$ cat src/rtl/rom_arbiter_pkg.sv
// Shared definitions for the ROM arbiter: FSM state encoding, default widths,
// and a constant clog2 helper used to size index and timer registers.
package rom_pkg;

    localparam int DEF_ROM_ADDR = 24;
    localparam int DEF_WIDTH    = 8;

    typedef enum logic [1:0] {
        IDLE  = 2'd0,
        ISSUE = 2'd1,
        WAIT  = 2'd2,
        DONE  = 2'd3
    } arb_state_e;

    function automatic int rom_clog2(input int v);
        int r;
        int x;
        r = 0;
        x = v - 1;
        while (x > 0) begin
            r++;
            x = x >> 1;
        end
        return r;
    endfunction

endpackage

$ cat src/rtl/rom_arbiter_if.sv
// Requester-side and ROM-controller-side bundle of the arbiter.
// slave = arbiter view, master = environment (requesters + controller) view.
interface rom_arbiter_if #(
    parameter int NUM_REQ  = 2,
    parameter int WIDTH    = 8,
    parameter int ROM_ADDR = 24
);
    logic [NUM_REQ-1:0]          req;
    logic [NUM_REQ*ROM_ADDR-1:0] req_addr;
    logic [NUM_REQ-1:0]          ack;
    logic [WIDTH-1:0]            rdata;
    logic                        err;
    logic                        busy;
    logic [ROM_ADDR-1:0]         rom_addr;
    logic                        rom_load;
    logic [WIDTH-1:0]            rom_data;
    logic                        rom_ready;

    modport slave (
        input  req, req_addr, rom_data, rom_ready,
        output ack, rdata, err, busy, rom_addr, rom_load
    );

    modport master (
        output req, req_addr, rom_data, rom_ready,
        input  ack, rdata, err, busy, rom_addr, rom_load
    );
endinterface

$ cat src/rtl/rom_arbiter_rr_picker.sv
// Combinational round-robin picker: first set request bit searching upward
// from ptr+1 with wraparound.
module rr_picker #(
    parameter int NUM_REQ = 2,
    parameter int IDX_W   = 1
) (
    input  logic [NUM_REQ-1:0] req,
    input  logic [IDX_W-1:0]   ptr,
    output logic [IDX_W-1:0]   winner,
    output logic               any
);

    function automatic logic [IDX_W-1:0] wrap_idx(input logic [IDX_W-1:0] p, input int off);
        int s;
        s = int'(p) + off;
        if (s >= NUM_REQ) s = s - NUM_REQ;
        return IDX_W'(s);
    endfunction

    always_comb begin
        winner = '0;
        any    = 1'b0;
        for (int off = 1; off <= NUM_REQ; off++) begin
            if (!any && req[wrap_idx(ptr, off)]) begin
                winner = wrap_idx(ptr, off);
                any    = 1'b1;
            end
        end
    end

endmodule

$ cat src/rtl/rom_arbiter.sv
// Round-robin sequencer sharing one flash ROM controller among NUM_REQ
// requesters: grant, pulse load, wait for ready (with timeout), return word + ack.
module rom_arbiter
    import rom_pkg::*;
#(
    parameter int NUM_REQ  = 2,
    parameter int WIDTH    = DEF_WIDTH,
    parameter int ROM_ADDR = DEF_ROM_ADDR,
    parameter int TIMEOUT  = 64
) (
    input  logic         clk,
    input  logic         rst,
    rom_arbiter_if.slave bus
);

    localparam int IDX_W = rom_clog2(NUM_REQ);
    localparam int TMR_W = rom_clog2(TIMEOUT) + 1;

    arb_state_e          state_q, state_d;
    logic [IDX_W-1:0]    grant_q, grant_d;
    logic [IDX_W-1:0]    ptr_q, ptr_d;
    logic [TMR_W-1:0]    timer_q, timer_d;
    logic [ROM_ADDR-1:0] addr_q, addr_d;
    logic [WIDTH-1:0]    rdata_q, rdata_d;
    logic                err_q, err_d;
    logic [NUM_REQ-1:0]  ack_q, ack_d;

    logic [IDX_W-1:0]    winner;
    logic                any;

    rr_picker #(
        .NUM_REQ (NUM_REQ),
        .IDX_W   (IDX_W)
    ) u_pick (
        .req    (bus.req),
        .ptr    (ptr_q),
        .winner (winner),
        .any    (any)
    );

    always_comb begin
        state_d = state_q;
        grant_d = grant_q;
        ptr_d   = ptr_q;
        timer_d = timer_q;
        addr_d  = addr_q;
        rdata_d = rdata_q;
        err_d   = err_q;
        ack_d   = '0;
        unique case (state_q)
            IDLE: begin
                if (any) begin
                    grant_d = winner;
                    addr_d  = bus.req_addr[int'(winner)*ROM_ADDR +: ROM_ADDR];
                    state_d = ISSUE;
                end
            end
            // ready here still reflects the previous access, so it is ignored
            ISSUE: begin
                ptr_d   = grant_q;
                timer_d = '0;
                state_d = WAIT;
            end
            WAIT: begin
                if (bus.rom_ready) begin
                    rdata_d        = bus.rom_data;
                    err_d          = 1'b0;
                    ack_d[grant_q] = 1'b1;
                    state_d        = DONE;
                end else if (timer_q == TMR_W'(TIMEOUT - 1)) begin
                    rdata_d        = '0;
                    err_d          = 1'b1;
                    ack_d[grant_q] = 1'b1;
                    state_d        = DONE;
                end else begin
                    timer_d = timer_q + 1'b1;
                end
            end
            DONE: begin
                timer_d = '0;
                err_d   = 1'b0;
                state_d = IDLE;
            end
            default: state_d = IDLE;
        endcase
    end

    always_ff @(posedge clk or posedge rst) begin
        if (rst) begin
            state_q <= IDLE;
            grant_q <= '0;
            ptr_q   <= IDX_W'(NUM_REQ - 1);
            timer_q <= '0;
            addr_q  <= '0;
            rdata_q <= '0;
            err_q   <= 1'b0;
            ack_q   <= '0;
        end else begin
            state_q <= state_d;
            grant_q <= grant_d;
            ptr_q   <= ptr_d;
            timer_q <= timer_d;
            addr_q  <= addr_d;
            rdata_q <= rdata_d;
            err_q   <= err_d;
            ack_q   <= ack_d;
        end
    end

    assign bus.ack      = ack_q;
    assign bus.err      = err_q;
    assign bus.rdata    = rdata_q;
    assign bus.busy     = (state_q != IDLE);
    assign bus.rom_addr = addr_q;
    assign bus.rom_load = (state_q == ISSUE);

endmodule

$ cat src/flat_wrapper.sv
// flat-port wrapper written by rule: the top's interface ports become plain ports
module rom_arbiter_flat import rom_pkg::*;
#(
    parameter int NUM_REQ  = 2,
    parameter int WIDTH    = DEF_WIDTH,
    parameter int ROM_ADDR = DEF_ROM_ADDR,
    parameter int TIMEOUT  = 64
)
  (clk, rst, bus_req, bus_req_addr, bus_rom_data, bus_rom_ready, bus_ack, bus_rdata, bus_err, bus_busy, bus_rom_addr, bus_rom_load);
  rom_arbiter_if #(.NUM_REQ(NUM_REQ), .WIDTH(WIDTH), .ROM_ADDR(ROM_ADDR)) bus_i ();
  input  logic clk;
  input  logic rst;
  input wire logic [$bits(bus_i.req)-1:0] bus_req;
  input wire logic [$bits(bus_i.req_addr)-1:0] bus_req_addr;
  input wire logic [$bits(bus_i.rom_data)-1:0] bus_rom_data;
  input wire logic [$bits(bus_i.rom_ready)-1:0] bus_rom_ready;
  output wire logic [$bits(bus_i.ack)-1:0] bus_ack;
  output wire logic [$bits(bus_i.rdata)-1:0] bus_rdata;
  output wire logic [$bits(bus_i.err)-1:0] bus_err;
  output wire logic [$bits(bus_i.busy)-1:0] bus_busy;
  output wire logic [$bits(bus_i.rom_addr)-1:0] bus_rom_addr;
  output wire logic [$bits(bus_i.rom_load)-1:0] bus_rom_load;
  assign bus_i.req = bus_req;
  assign bus_i.req_addr = bus_req_addr;
  assign bus_i.rom_data = bus_rom_data;
  assign bus_i.rom_ready = bus_rom_ready;
  assign bus_ack = bus_i.ack;
  assign bus_rdata = bus_i.rdata;
  assign bus_err = bus_i.err;
  assign bus_busy = bus_i.busy;
  assign bus_rom_addr = bus_i.rom_addr;
  assign bus_rom_load = bus_i.rom_load;
  rom_arbiter #(.NUM_REQ(NUM_REQ), .WIDTH(WIDTH), .ROM_ADDR(ROM_ADDR), .TIMEOUT(TIMEOUT)) u_core (.clk(clk), .rst(rst), .bus(bus_i));
endmodule
$ cat config.mk
export PLATFORM = sky130hd
export DESIGN_NAME = rom_arbiter_flat
export DESIGN_NICKNAME = d
export VERILOG_FILES = /design/src/rtl/rom_arbiter_pkg.sv /design/src/rtl/rom_arbiter_if.sv /design/src/rtl/rom_arbiter_rr_picker.sv /design/src/rtl/rom_arbiter.sv /design/src/flat_wrapper.sv
export SDC_FILE = /design/constraint.sdc
export NUM_CORES = 1
export LEC_CHECK = 0
export BUFFER_PORTS_ARGS = -buffer_cell sky130_fd_sc_hd__buf_2
export CAP_MARGIN = 15
export CORE_UTILIZATION = 40
export CTS_BUF_LIST = sky130_fd_sc_hd__clkbuf_4 sky130_fd_sc_hd__clkbuf_8 sky130_fd_sc_hd__clkbuf_16
export DETAILED_ROUTE_END_ITERATION = 8
export PLACE_DENSITY = 0.73
export SYNTH_ARGS = -nofsm -noshare
export SYNTH_HDL_FRONTEND = slang
export SYNTH_SLANG_ARGS = --single-unit
$ cat constraint.sdc
create_clock -name clk -period 1.58 [get_ports clk]
set_input_delay 0.158 -clock clk [delete_from_list [all_inputs] [get_ports clk]]
set_output_delay 0.158 -clock clk [all_outputs]
set_load 0.02 [all_outputs]
# Yosys cells after proc, flatten, opt, wreduce, memory -nomap -nowiden
# Index checks and enable logic that the tools add are counted.
[word_totals]
regBits = 46
in_bits = 61
out_inout_bits = 37
elab_cells = 70
[classes]
addsub = 5
mul = 1
magnitude_cmp = 6
eq_ne = 8
shift = 1
muxes = 27
reduce_logical = 14
[op_table]
columns = ["cell", "count"]
rows = [
  ["indexed part select 48 x 32 -> 24 bit", 1],
  ["2-to-1 mux 8 bit", 2],
  ["2-to-1 mux 7 bit", 2],
  ["case mux 7 bit (2 select lines)", 1],
  ["2-to-1 mux 1 bit", 13],
  ["2-to-1 mux 2 bit", 6],
  ["case mux 2 bit (4 select lines)", 1],
  ["AND reduction 2 bit", 4],
  ["nonzero test 2 bit", 4],
  ["adder 7 x 1 -> 7 bit, second input constant", 1],
  ["equality test 7 x 6 -> 1 bit, second input constant", 1],
  ["< comparator 1 x 2 -> 1 bit, second input constant", 3],
  ["equality test 2 bit, second input constant", 2],
  ["!= test 2 bit, second input constant", 2],
  ["adder 1 x 2 -> 3 bit, second input constant", 1],
  ["greater-or-equal comparator 3 x 2 -> 1 bit, second input constant", 1],
  ["multiplier 1 x 2 -> 3 bit, second input constant", 1],
  ["!= test 3 x 2 -> 1 bit, second input constant", 1],
  ["AND reduction 3 bit", 1],
  ["adder 1 x 1 -> 2 bit, second input constant", 1],
  ["equality test 2 x 1 -> 1 bit, second input constant", 1],
  ["greater-or-equal comparator 2 bit, second input constant", 1],
  ["logical AND 1 bit", 2],
  ["zero test 2 bit", 1],
  ["other kinds (7)", 8],
]

# Longest topological paths before layout
# Gate-level depths: netlist (run 1).
[depth]
word_depth = 11
ltp_mapped = 7
ltp_nobuf = 5

# By module
# From an unflattened synthesis (run 1), not the netlist that was laid out.
[hier_totals]
hier_cells = 200
area_unflattened_um2 = 2147.1
[by_module_without_submodules]
columns = ["module", "n_inst", "cells_each", "area_per_inst_um2", "seq_area_each_um2"]
rows = [
  ["rom_arbiter", 1, 198, 2133.3, 1152.4],
  ["rr_picker", 1, 2, 13.8, 0.0],
]

# Least setup slack after synthesis (run 1)
# No wires, ideal clock.
[synth_path]
path_kind = "register to register"
from = "register u_core.timer_q[0]"
to = "register u_core.timer_q[0]"
setup_ns = 0.128
t_arrival_ns = 1.382
required_ns = 1.452
setup_slack_ns = 0.070
stages_incl_launch_ff = 6
path_buffers = 1
synth_period_minus_slack_ns = 1.510
path_cell_list = "dfrtp_1 > ha_1 > and3_1 > buf_6 > a21oi_2 > mux2_1"
[synth_via]
elab_chain_cells = 4
elab_cells_between_ends = 7
classes_between = "add/sub: 1; eq/ne: 2; mux: 3; reduce/logical: 1"
[synth_lines]
columns = ["item", "line", "text"]
rows = [
  ["from (decl)", "rom_arbiter.sv:22", "logic [TMR_W-1:0] timer_q, timer_d;"],
  ["from (signal assigned)", "rom_arbiter.sv:102", "timer_q <= timer_d;"],
  ["adder 7 x 1 -> 7 bit", "rom_arbiter.sv:76", "timer_d = timer_q + 1'b1;"],
  ["2-to-1 mux 7 bit", "rom_arbiter.sv:70", "end else if (timer_q == TMR_W'(TIMEOUT - 1)) begin"],
  ["2-to-1 mux 7 bit", "rom_arbiter.sv:65", "if (bus.rom_ready) begin"],
  ["case mux 7 bit (2 select lines)", "rom_arbiter.sv:50", "unique case (state_q)"],
]
# Parallel ways exist; a longest one is shown, timed or not. The select of a mux whose other input is x is not followed.
# A chain may end at the register's enable or synchronous reset.

# Worst setup path after layout (run 1)
[layout_path]
from = "register u_core.state_q[0]"
to = "register u_core.timer_q[5]"
[layout_via]
elab_chain_cells = 4
elab_cells_between_ends = 9
classes_between = "eq/ne: 5; mux: 1; reduce/logical: 3"
[layout_lines]
columns = ["item", "line", "text"]
rows = [
  ["from (decl)", "rom_arbiter.sv:19", "arb_state_e state_q, state_d;"],
  ["from (signal assigned)", "rom_arbiter.sv:99", "state_q <= state_d;"],
  ["equality test 2 x 1 -> 1 bit or equality test 2 bit (tied branches)", "rom_arbiter.sv:50", ""],
  ["OR reduction 2 bit (no source line)", "-", ""],
  ["nonzero test 2 bit (no source line)", "-", ""],
  ["AND reduction 3 bit (no source line)", "-", ""],
]
# Parallel ways exist; a longest one is shown, timed or not.

==> flow_summary.toml, run 1 <==
[route]
drt-wirelength-per-cell_um = 13.5
dr_total_vias = 2068
drtAntennaViolNets = 0
drc = 0
drtIter0Drc = 145
first_pass_iters = 4
post_drt_via_cell_ratio = 5.02
wirelength_um = 5570

[layout]
postLayoutCellArea_um2 = 3230
drive_above_1_share = 0.412
layout.nets = 405
insertedDiodeCount = 0
area_delta_synth_final_pct = 35.9
nFillCells = 503

[sta]
fmax_mhz = 640
tightest_slew_ns = 0.441
relSlewSlack = 0.705
hold-worst-slack_ns = 0.125
rsz0062_at_grt = "yes"
setup_viol = 0
fin_crit_sh = 0.989
fin_skew_ns = 0.0122
drv_slew = 0
min_period_ns = 1.56
hold_violations = 0

[job]
maxCapViolations = 0

[global_route]
antenna_found_initial = 0
grt_start_max_net_pins = 27
grtUsageTotal = 0.184
gr-total-overflow = 0
grt_pass1_wl_um = 9110
first_global_vias = 2020

[synth]
synth_edf_count = 0
synthMostInstantiatedCell = "dfrtp_1"
ys_ff_latch = 46
synth_top_area_frac = 0.474
mappedNetlistArea_um2 = 2370
yosys_warnings = 0
synth.area.top_cells = "dfrtp_1 (47%), mux2i_1 (11%), o21ai_1 (5.7%)"
yosysTopAreaCell = "dfrtp_1"
synthArstFlopShare = 1.00
netlist_top_cells_count = "dfrtp_1 (45), nand2_1 (29), o21ai_1 (27)"
syn_inst = 231
syn-num-nets = 297
synth_cell_type_count = 41
ys.flop_type = "dfrtp_1"
ys_seq_area_frac = 0.485
syn_area_per_cell_um2 = 10.3

[die]
pin_count = 98
die_y_um = 79.1
die_x_um = 79.1
rows = 27
fp.dieArea_um2 = 6250
coreArea_um2 = 5610
initial_core_util = 0.423

[clock_tree]
clock_sinks = 46
root_buffer = "clkbuf_8"
cts_tree = "built"
h-tree-depth = 2
cts.clk_slew.worst_paths_ns = 0.08
clk_path_buf_depth = 2
numCtsBuffers = 5
clock_latency_ns = 0.30

[critical_path]
path_max_fanout = 5
critical_path_arrival_ns = 1.74
cp.required_ns = 1.76
crit_type = "reg2reg"
end_kind = "flop"
reg2regPathDepth = 5
critPathLaunchType = "flop"

[place]
io_buffers = 97
dp_hpwl_um = 4210
dpl-instance-area_um2 = 3040
gp_congestion = 0.831

[power_and_ir_drop]
powerDensity_nw_per_um2 = 1780
ir_worst_vdd_mv = 0.954
power_leakage_nw = 1.69

[worst_hold_path]
hold_path_class = "in2reg"
hold_depth = 3

[outcome]
status = "complete, no violations"
-- logic make-up (layout without fill, tap and decap cells) --
group	Yosys count	count (layout)	synth area share
AO/OA/AOI/OAI	63	63	0.166
adder cells (fa/ha/maj)	5	5	0.0263
buffers and inverters	20	129	0.0490
flip-flops	46	46	0.485
multiplexers	27	27	0.115
AND/OR/NAND/NOR	70	70	0.159
-- timing repair --
| action | in CTS | in global routing |
|---|---|---|
| setup buffers | 0 | 1 |
| gates resized for setup | 2 | 12 |
| endpoints found under the hold margin | 17 | 0 |
| endpoints found under the setup margin | 6 | 31 |
| hold buffers | 1 | 0 |
| pin swaps | 0 | 1 |
-- through the flow --
step                      setup slack (ns)  TNS [ns]  cells  power (mW)   util
after detailed placement           -0.0686    -0.253    402        4.76  0.541
after global placement              0.0362         0    402        4.66  0.541
final                               0.0168         0    412        5.76  0.576
after floorplan                     0.0700         0    231        3.76      -
after global routing               -0.0518    -0.304    412        6.21  0.576
after CTS                          -0.0239   -0.0329    411        5.70  0.565
-- final timing paths --
path / start / endpoint / slack [ns]
min in group asynchronous: rst / u_core.bus.rom_addr[7] / 0.39
min: bus_req_addr[4] / u_core.bus.rom_addr[4] / 0.12
max: u_core.state_q[0] / u_core.timer_q[5] / 0.02
min reg2reg: u_core.bus.rom_addr[2] / u_core.bus.rom_addr[2] / 0.48
max reg2reg: u_core.state_q[0] / u_core.timer_q[5] / 0.02
max in group asynchronous: rst / u_core.ptr_q / 0.66
-- flip-flops by register name, summed over array words and instances (netlist names) --
signal,flops
u_core.bus.ack,2
u_core.bus.err,1
u_core.bus.rdata,8
u_core.bus.rom_addr,24
u_core.grant_q,1
u_core.ptr_q,1
u_core.state_q,2
u_core.timer_q,7
-- report_power, final --
group	internal (mW)	switching [mW]	total, mW
Combinational	1.20	1.66	2.86
Clock	0.508	0.391	0.899
Sequential	1.67	0.322	2.00
Total	3.38	2.38	5.76
-- per-layer routing --
metal | routed length, um | global-route usage | part of all wire | up-vias
met5 | 0 | 0 | 0 | -
met4 | 58 | 0.0436 | 0.010 | 0
met3 | 375 | 0.0506 | 0.067 | 7
met2 | 2600 | 0.309 | 0.47 | 90
met1 | 2540 | 0.234 | 0.46 | 931
li1 | - | - | - | 1040
-- placed cells by master (no fill, tap or decap), types with 2 or more instances in the layout --
| cell type | Yosys | final |
|---|---|---|
| buf_2 | 3 | 97 |
| dfrtp_1 | 45 | 44 |
| nand2_1 | 29 | 29 |
| o21ai_1 | 27 | 26 |
| mux2i_1 | 25 | 25 |
| buf_4 | 2 | 14 |
| a211o_1 | 12 | 12 |
| and3_1 | 11 | 10 |
| a21oi_1 | 9 | 9 |
| nand2b_1 | 8 | 8 |
| clkbuf_8 | 0 | 5 |
| o21ai_0 | 4 | 4 |
| inv_2 | 1 | 3 |
| inv_1 | 5 | 3 |
| o211ai_1 | 3 | 3 |
| nor4_1 | 4 | 3 |
| buf_12 | 0 | 3 |
| nand3_1 | 2 | 2 |
| nand3b_1 | 2 | 2 |
| nor2_1 | 2 | 2 |
| nor3_1 | 2 | 2 |
| ha_4 | 0 | 2 |
| ha_1 | 5 | 2 |
| clkbuf_4 | 0 | 2 |
-- cell type report --
type / instances / area, um2 / area share
inverter: 6 / 22.5 / 0.00698
clock buffer: 7 / 83.8 / 0.0260
multi-input combinational: 165 / 1190 / 0.368
sequential: 46 / 1150 / 0.357
clock inverter: 1 / 30.0 / 0.00930
tap: 72 / 90.1 / 0.0279
timing repair buffer: 115 / 661 / 0.205
-- critical path, cell delays in order (launching register included) --
cell and delay (ns):
dfrtp_1 0.35, inv_1 0.11, ha_4 0.20, and4b_2 0.24, a21o_1 0.23, a211o_1 0.30
Power figures use the tool's default switching activity.
==> run 2: changes to the inputs <==
CTS_BUF_LIST = sky130_fd_sc_hd__clkbuf_8 sky130_fd_sc_hd__clkbuf_16   (was sky130_fd_sc_hd__clkbuf_4 sky130_fd_sc_hd__clkbuf_8 sky130_fd_sc_hd__clkbuf_16)
MAX_ROUTING_LAYER = met4   (was not set)
==> run 2 against run 1 <==
Utilization down 0.13 points; non-clock buffer count unchanged; sequential cell count unchanged; global-route usage up 0.54 points; clock power down 5.1%; combinational power about the same; worst setup slack worse by 0.0067 ns; count of clock-buffer cells in the layout down 2; sequential power about the same; die area unchanged; final cell count unchanged; sequential share of layout area up 0.083 points.
==> flow_summary.toml, run 2 (synthesized netlist as in run 1, its figures left out) <==
[outcome]
status = "complete, no violations"

[sta]
fin_crit_sh = 0.994
fmax_mhz = 637
relSlewSlack = 0.703
setup_slack_ns = 0.0101
setup_viol = 0
tns_ns = 0
hold_violations = 0
tightest_slew_ns = 0.444
rsz0062_at_grt = "yes"
fin_skew_ns = 0.0137
min_period_ns = 1.57
hold-worst-slack_ns = 0.126
drv_slew = 0

[critical_path]
end_kind = "flop"
cp_top_family = "simple AND/OR/NAND/NOR gates"
critPathSlowestCell = "dfrtp_1"
path_max_fanout = 5
crit_type = "reg2reg"
path_buf_inv = 1
crit_chain = "buf_4 -> ha_1 -> or2_1 -> nor4_1 -> a211o_1"
critical_path_arrival_ns = 1.81
cp.required_ns = 1.82
critPathLaunchType = "flop"
rrSetupSlack_ns = 0.01
cpPeakStageDelay_ns = 0.38

[global_route]
gr-total-overflow = 0
grt_pass1_wl_um = 9120
antenna_found_initial = 0
grtUsageTotal = 0.189
grt_start_max_net_pins = 27
first_global_vias = 2017

[die]
fp.dieArea_um2 = 6250
coreArea_um2 = 5610
pin_count = 98
die_y_um = 79.1
die_x_um = 79.1
initial_core_util = 0.423
rows = 27

[power_and_ir_drop]
p_clk_frac = 0.149
power_leakage_nw = 1.69
powerDensity_nw_per_um2 = 1770
seqPwrFrac = 0.349
p_sw_mw = 2.38
swShare = 0.416
p_int_mw = 3.33
ir_worst_vdd_mv = 0.954
combPwrFrac = 0.501

[route]
drtAntennaViolNets = 0
first_pass_iters = 4
post_drt_via_cell_ratio = 5.03
drt-wirelength-per-cell_um = 13.5
drc = 0
wirelength_um = 5580
drtIter0Drc = 126
dr_total_vias = 2074

[place]
dp_slack_ns = -0.0686
gp_congestion = 0.843
io_buffers = 97
dp_hpwl_um = 4210

[layout]
insertedDiodeCount = 0
layout.nets = 405
area_delta_synth_final_pct = 35.6
nFillCells = 507
largest_reg_flops = 24
final_common_cell = "buf_2"
layout_common_cells = "buf_2 (97), dfrtp_1 (44), nand2_1 (29)"
multi_input_area_um2 = 1190
drive_above_1_share = 0.406
regArea_um2 = 1150

[clock_tree]
clock_sinks = 46
clock_latency_ns = 0.30
clk_path_buf_depth = 2
numCtsBuffers = 5
cts_tree = "built"
cts.clk_slew.worst_paths_ns = 0.08
h-tree-depth = 2
root_buffer = "clkbuf_8"

[job]
maxCapViolations = 0

[worst_hold_path]
hold_path_class = "in2reg"
[run 2: cell types whose count changed in the layout (fill, tap and decap cells not counted), sizes merged]
cell / before / now
clkbuf: 7 / 5
inv: 6 / 8
[run 2: worst paths after layout]
kind,depth (start not counted),start,endpoint
setup reg to reg,5,u_core.state_q[0],u_core.timer_q[3]
hold reg to reg,2,u_core.bus.rom_addr[2],u_core.bus.rom_addr[2]
max in group asynchronous,4,rst,u_core.ptr_q
setup / recovery,5,u_core.state_q[0],u_core.timer_q[3]
hold / removal,3,bus_req_addr[4],u_core.bus.rom_addr[4]
min in group asynchronous,3,rst,u_core.bus.rom_addr[7]
[run 2: what timing repair did]
| item | 4_1_cts | 5_1_grt |
|---|---|---|
| buffers inserted | 0 | 1 |
| hold endpoints to repair | 17 | 0 |
| pin swaps | 0 | 1 |
| hold buffers | 1 | 0 |
| resized for setup | 2 | 12 |
| endpoints found under the setup margin | 6 | 31 |
[run 2: metrics by stage]
step,power [mW],std cells,cell area (um2),util
global route,6.16,412,3220,0.574
global placement,4.66,402,3040,0.541
detailed placement,4.76,402,3040,0.541
finish,5.71,412,3220,0.574
CTS,5.65,411,3160,0.564
floorplan,3.76,231,2370,-
[run 2: area by class of cell]
cell class,instances,share of cell area
multi-input combinational,165,0.369
sequential,46,0.358
timing repair buffer,115,0.205
tap,72,0.0280
clock buffer,5,0.0214
clock inverter,3,0.0117
inverter,6,0.00699
[run 2: power groups by stage]
stage	Combinational, mW	Clock (mW)	Sequential [mW]
after floorplan	1.33	0	2.43
after global placement	2.68	0	1.98
after CTS	2.79	0.883	1.98
after global routing	3.17	0.931	2.06
final	2.86	0.853	1.99
after detailed placement	2.77	0	1.99
[run 2: metal layers]
| metal | routed length (um) | track usage | part of all wire |
|---|---|---|---|
| met5 | 0 | - | 0 |
| met2 | 2610 | 0.309 | 0.47 |
| met3 | 379 | 0.0460 | 0.068 |
| met4 | 56 | 0.0436 | 0.010 |
| met1 | 2530 | 0.238 | 0.45 |
[run 2: worst min-delay path, delay by kind of cell]
kind / cells / cell delay (ns)
AO/OA/AOI/OAI: 1 / 0.10
buffers and inverters: 1 / 0.07
multiplexers: 1 / 0.05
